## config.mk

```make
export PLATFORM = sky130hd
export DESIGN_NAME = a2d_sampler
export DESIGN_NICKNAME = d
export VERILOG_FILES = /design/src/rtl/a2d_pkg.sv /design/src/rtl/a2d_sampler_spi.sv /design/src/rtl/a2d_sampler.sv
export SDC_FILE = /design/constraint.sdc
export NUM_CORES = 1
export LEC_CHECK = 0
export ABC_AREA = 1
export CORE_ASPECT_RATIO = 0.75
export CORE_MARGIN = 5
export CORE_UTILIZATION = 33
export DETAILED_ROUTE_END_ITERATION = 8
export PLACE_DENSITY_LB_ADDON = 0.08
export SYNTH_ARGS = -nofsm -noshare
export SYNTH_HDL_FRONTEND = slang
export SYNTH_SLANG_ARGS = --single-unit
export TNS_END_PERCENT = 50
```

## constraint.sdc

```tcl
create_clock -name clk -period 1.4 [get_ports clk]
set_input_delay 0.14 -clock clk [delete_from_list [all_inputs] [get_ports clk]]
set_output_delay 0.14 -clock clk [all_outputs]
set_load 0.01 [all_outputs]
```

## src/rtl/a2d_pkg.sv

```systemverilog
// Shared types for the A2D round-robin sampler: top FSM states, channel
// rotation pointer and the fixed padding of the A2D command word.
package a2d_pkg;

    typedef enum logic [1:0] {IDLE, XFER1, GAP, XFER2} state_t;

    typedef enum logic [1:0] {LFT, RGHT, BATT} chan_t;

    localparam logic [10:0] A2D_CMD_PAD = 11'h000;

    function automatic chan_t next_chan(input chan_t c);
        case (c)
            LFT:     return RGHT;
            RGHT:    return BATT;
            default: return LFT;
        endcase
    endfunction

endpackage

```

## src/rtl/a2d_sampler_spi.sv

```systemverilog
// 16-bit mode-3 SPI master, MSB first. SCLK is the MSB of a free-running
// divider that idles at the preload value, so SCLK rests high.
module spi_mnrch #(
    parameter int SCLK_DIV_W = 5
) (
    input  logic        clk,
    input  logic        rst,
    input  logic        wrt,
    input  logic [15:0] wt_data,
    input  logic        MISO,
    output logic        done,
    output logic [15:0] rd_data,
    output logic        SS_n,
    output logic        SCLK,
    output logic        MOSI
);

    localparam logic [SCLK_DIV_W-1:0] DIV_PRE  = {2'b10, {(SCLK_DIV_W-2){1'b1}}};
    localparam logic [SCLK_DIV_W-1:0] DIV_FALL = '1;
    localparam logic [SCLK_DIV_W-1:0] DIV_SMPL = {1'b0, {(SCLK_DIV_W-1){1'b1}}};

    logic                  busy_q;
    logic [SCLK_DIV_W-1:0] div_q;
    logic [4:0]            smpl_cnt_q;
    logic [15:0]           tx_q;
    logic [15:0]           rx_q;
    logic                  ss_n_q;
    logic                  done_q;

    always_ff @(posedge clk) begin
        if (rst) begin
            busy_q     <= 1'b0;
            div_q      <= DIV_PRE;
            smpl_cnt_q <= 5'd0;
            tx_q       <= 16'h0000;
            rx_q       <= 16'h0000;
            ss_n_q     <= 1'b1;
            done_q     <= 1'b0;
        end else begin
            done_q <= 1'b0;
            if (!busy_q) begin
                // Counting starts on the start edge so the first fall lands 8 clk after SS_n falls
                if (wrt) begin
                    busy_q     <= 1'b1;
                    ss_n_q     <= 1'b0;
                    div_q      <= div_q + 1'b1;
                    smpl_cnt_q <= 5'd0;
                    tx_q       <= wt_data;
                end
            end else begin
                div_q <= div_q + 1'b1;
                if (div_q == DIV_SMPL) begin
                    rx_q       <= {rx_q[14:0], MISO};
                    smpl_cnt_q <= smpl_cnt_q + 5'd1;
                end
                if (div_q == DIV_FALL) begin
                    // First fall only opens the frame: bit 15 is already on MOSI
                    if (smpl_cnt_q == 5'd16) begin
                        busy_q <= 1'b0;
                        ss_n_q <= 1'b1;
                        done_q <= 1'b1;
                        div_q  <= DIV_PRE;
                    end else if (smpl_cnt_q != 5'd0) begin
                        tx_q <= {tx_q[14:0], 1'b0};
                    end
                end
            end
        end
    end

    assign done    = done_q;
    assign rd_data = rx_q;
    assign SS_n    = ss_n_q;
    assign SCLK    = div_q[SCLK_DIV_W-1];
    assign MOSI    = tx_q[15];

endmodule

```

## src/rtl/a2d_sampler.sv

```systemverilog
// Round-robin sampler for left/right load cells and battery. Each nxt runs
// two A2D transactions; only the second response carries the wanted channel.
module a2d_sampler
    import a2d_pkg::*;
#(
    parameter int         SCLK_DIV_W = 5,
    parameter logic [2:0] CH_LFT     = 3'd0,
    parameter logic [2:0] CH_RGHT    = 3'd4,
    parameter logic [2:0] CH_BATT    = 3'd5
) (
    input  logic        clk,
    input  logic        rst,
    input  logic        nxt,
    output logic [11:0] lft_ld,
    output logic [11:0] rght_ld,
    output logic [11:0] batt,
    output logic        cnv_cmplt,
    output logic        A2D_SS_n,
    output logic        A2D_SCLK,
    output logic        A2D_MOSI,
    input  logic        A2D_MISO
);

    state_t      state_q, state_d;
    chan_t       ptr_q, ptr_d;
    logic [11:0] lft_q, rght_q, batt_q;
    logic        cmplt_q;
    logic        wrt, ld;
    logic        spi_done;
    logic [15:0] rd_data;
    logic [2:0]  cur_ch;
    logic        unused_rd_hi;

    assign unused_rd_hi = ^rd_data[15:12];

    always_comb begin
        case (ptr_q)
            RGHT:    cur_ch = CH_RGHT;
            BATT:    cur_ch = CH_BATT;
            default: cur_ch = CH_LFT;
        endcase
    end

    spi_mnrch #(.SCLK_DIV_W(SCLK_DIV_W)) u_spi (
        .clk     (clk),
        .rst     (rst),
        .wrt     (wrt),
        .wt_data ({2'b00, cur_ch, A2D_CMD_PAD}),
        .MISO    (A2D_MISO),
        .done    (spi_done),
        .rd_data (rd_data),
        .SS_n    (A2D_SS_n),
        .SCLK    (A2D_SCLK),
        .MOSI    (A2D_MOSI)
    );

    always_comb begin
        state_d = state_q;
        ptr_d   = ptr_q;
        wrt     = 1'b0;
        ld      = 1'b0;
        case (state_q)
            IDLE: if (nxt) begin
                wrt     = 1'b1;
                state_d = XFER1;
            end
            // Restart in the done cycle so SS_n stays high for exactly one clk
            XFER1: if (spi_done) begin
                wrt     = 1'b1;
                state_d = GAP;
            end
            GAP: state_d = XFER2;
            XFER2: if (spi_done) begin
                ld      = 1'b1;
                ptr_d   = next_chan(ptr_q);
                state_d = IDLE;
            end
            default: state_d = IDLE;
        endcase
    end

    always_ff @(posedge clk) begin
        if (rst) begin
            state_q <= IDLE;
            ptr_q   <= LFT;
            lft_q   <= 12'h000;
            rght_q  <= 12'h000;
            batt_q  <= 12'h000;
            cmplt_q <= 1'b0;
        end else begin
            state_q <= state_d;
            ptr_q   <= ptr_d;
            cmplt_q <= ld;
            if (ld) begin
                case (ptr_q)
                    RGHT:    rght_q <= rd_data[11:0];
                    BATT:    batt_q <= rd_data[11:0];
                    default: lft_q  <= rd_data[11:0];
                endcase
            end
        end
    end

    assign lft_ld    = lft_q;
    assign rght_ld   = rght_q;
    assign batt      = batt_q;
    assign cnv_cmplt = cmplt_q;

endmodule

```

==> out/results.ini, run 1 <==
[layout]
final_util = 0.466
final_area_um2 = 4180
nFillCells = 895
antenna_cells = 0
nNetsFinal = 467
drive_above_1_share = 0.210
syn_to_final_growth_pct = 38.8

[min_path]
min_path_cells = 2
holdCritPathClass = flip-flop to flip-flop

[setup_path]
critPathLaunchType = flip-flop
cp_cell_sequence = ha_4 -> and3_4 -> ha_4 -> nand2_2 -> inv_2 -> nand4_1 -> buf_4 -> nor2_1
cp_max_fo = 5
r2r_cells = 8
cp_slowest_stage_delay_ns = 0.35
cp_common_cell = ha_4
required_ns = 1.67
end_kind = flip-flop
path_class = flip-flop to flip-flop
crit_slowest_cell = dfxtp_2
crit_arrival_ns = 1.76

[synth]
synthTopCellsByArea = dfxtp_1, nor2_1, nand2_1
ys_warn_count = 0
ys_types = 27
syn-instance-count = 381
syn_area_um2 = 3010
ys_seq_area_frac = 0.472
ys.flop_type = dfxtp_1
synth_top_area_cell = dfxtp_1
synth_seq_cells = 71
synth_enable_flop_cells = 0
synth_common_cells = dfxtp_1, nor2_1, nand2_1
syn_nets = 400
avgSynthCellArea_um2 = 7.90
netlist.area_leader.share = 0.472
synth.most_common_cell = dfxtp_1
async_flop_share = 0

[power_and_ir_drop]
p_per_area_nw_per_um2 = 1400
power_w = 0.00585
vdd_drop_max_v = 0.000495
p_leak_nw = 1.78

[global_route]
grtUsageTotal = 0.135
grt_max_degree = 29
grt_pass1_wl_mm = 12.1
gr-total-overflow = 0
first_global_vias = 2411
antenna_found_initial = 0

[timing]
rsz0062_at_grt = yes
period_needed_ns = 1.49
setup_viol = 25
setup_ws_ns = -0.0909
min_period_over_period = 1.06
hold_viol = 0
drv_slew = 0
slew_headroom = 0.800
max_freq_ghz = 0.671
worst_pin_slew_ns = 0.300
finClkSkew_ns = 0.00747
fin_tns_setup_ns = -1.28

[placed_design]
place_congestion = 0.754
place_area_um2 = 3700
dp_worst_setup_slack_ns = -0.170
dpl.hpwl_mm = 5.11
port_buffers = 43

[drt]
drtAntennaViolNets = 0
drc = 0
wirelength_mm = 7.17
wire_per_inst_um = 12.7
viasPerCell = 4.52
vias = 2552
drt_iter0_drc = 218
dr.pass1.iters = 4

[clock_network]
cts_hold_buf = 0
numCtsBuffers = 9
htreeDepth = 3
cts_tree = built
clk_pin_slew_worst_paths_ns = 0.06
cts_sinks = 71
root_buffer = clkbuf_16
clk_latency_ns = 0.33
cts_max_path_buffers = 2

[run_status]
violations = negative setup slack
status = finished with violations

[die]
rows = 30
start_util = 0.336
chipWidth_um = 120
coreArea_um2 = 8970
die_h_um = 92.7
dieArea_um2 = 11200
ioPinCount = 44

[run]
maxCapViolCount = 0

report_power, final:
group,switching [W],internal (W),leakage [nW],total (W)
Combinational,0.000636,0.000590,1.06,0.00123
Sequential,0.000135,0.00218,0.574,0.00231
Clock,0.000879,0.00143,0.137,0.00231
Total,0.00165,0.00420,1.78,0.00585
cells in the final DEF (no fill, tap or decap), types with 7 or more instances in the layout:
cell,n
inv_1,18
clkbuf_16,9
o21ai_0,21
nand2_1,54
ha_1,7
clkdlybuf4s50_1,37
buf_4,28
dfxtp_1,66
a21oi_1,33
o21ai_1,7
nand2_2,10
nor2_1,67
nand3_1,34
critical path, delay by kind of cell, from the launching register on:
family | cells | cell delay, ns
simple gates | 4 | 0.55
buf+inv | 2 | 0.26
flops | 1 | 0.35
fa+ha+maj | 2 | 0.26
cell type report:
class | count | area, um2 | share of cell area
multi-input cells | 265 | 1480 | 0.355
flip-flops and latches | 71 | 1430 | 0.342
well taps | 112 | 140 | 0.0335
clock inverters | 6 | 68.8 | 0.0165
repair buffers | 74 | 703 | 0.168
clock buffers | 10 | 239 | 0.0572
inverters | 27 | 116 | 0.0278
per-stage QoR:
stage	hold slack, ns	std cells
after CTS	0.460	562
final	0.455	565
after global placement	0.443	545
after detailed placement	0.449	545
after global routing	0.478	565
after floorplan	0.304	381
worst paths after layout:
check	slack (ns)	start	to
hold reg to reg	0.46	u_spi.SS_n$_SDFFE_PP1P_	u_spi.SS_n$_SDFFE_PP1P_
setup reg to reg	-0.09	u_spi.div_q[1]$_SDFFE_PP1P_	u_spi.done$_SDFF_PP0_
hold / removal	0.46	u_spi.SS_n$_SDFFE_PP1P_	u_spi.SS_n$_SDFFE_PP1P_
setup / recovery	-0.09	u_spi.div_q[1]$_SDFFE_PP1P_	u_spi.done$_SDFF_PP0_
flip-flops by register name (all words and copies together) (netlist names), 2 cells and up:
| signal | flops |
|---|---|
| rght_ld | 12 |
| u_spi.div_q | 5 |
| lft_ld | 12 |
| state_q | 2 |
| u_spi.smpl_cnt_q | 5 |
| u_spi.rd_data | 12 |
| u_spi.tx_q | 5 |
| ptr_q | 2 |
| batt | 12 |
kinds of logic (layout without fill, tap and decap cells):
logic type	count (synthesis)	in the layout	share of synthesized area
buffers and inverters	45	117	0.0810
and+or+nand+nor	183	183	0.270
xor gates and xnor gates	1	1	0.00291
adders and majority gates	15	15	0.0623
AOI/OAI and AO/OA	66	66	0.112
DFF	71	71	0.472
routing by layer:
layer	wire length, um	track usage	share of wire	up-vias
met3	270	0.0397	0.038	6
met5	0	0	0	-
met4	66	0.0481	0.0092	0
met1	4100	0.210	0.57	1136
met2	2730	0.172	0.38	45
li1	-	-	-	1365
repair_timing:
action | in CTS | in global routing
gates resized for setup | 14 | 36
gates cloned | 0 | 0
setup endpoints to repair | 38 | 57
pin swaps | 7 | 13
buffers inserted | 1 | 3
hold endpoints to repair | 0 | 0
Note: power is estimated with default switching activity, not from simulation.
==> run 2: changes to the inputs <==
SLEW_MARGIN = 20   (was unset)
==> results of run 2 <==
The final DEF is identical to that of run 1; final timing and power are the same.
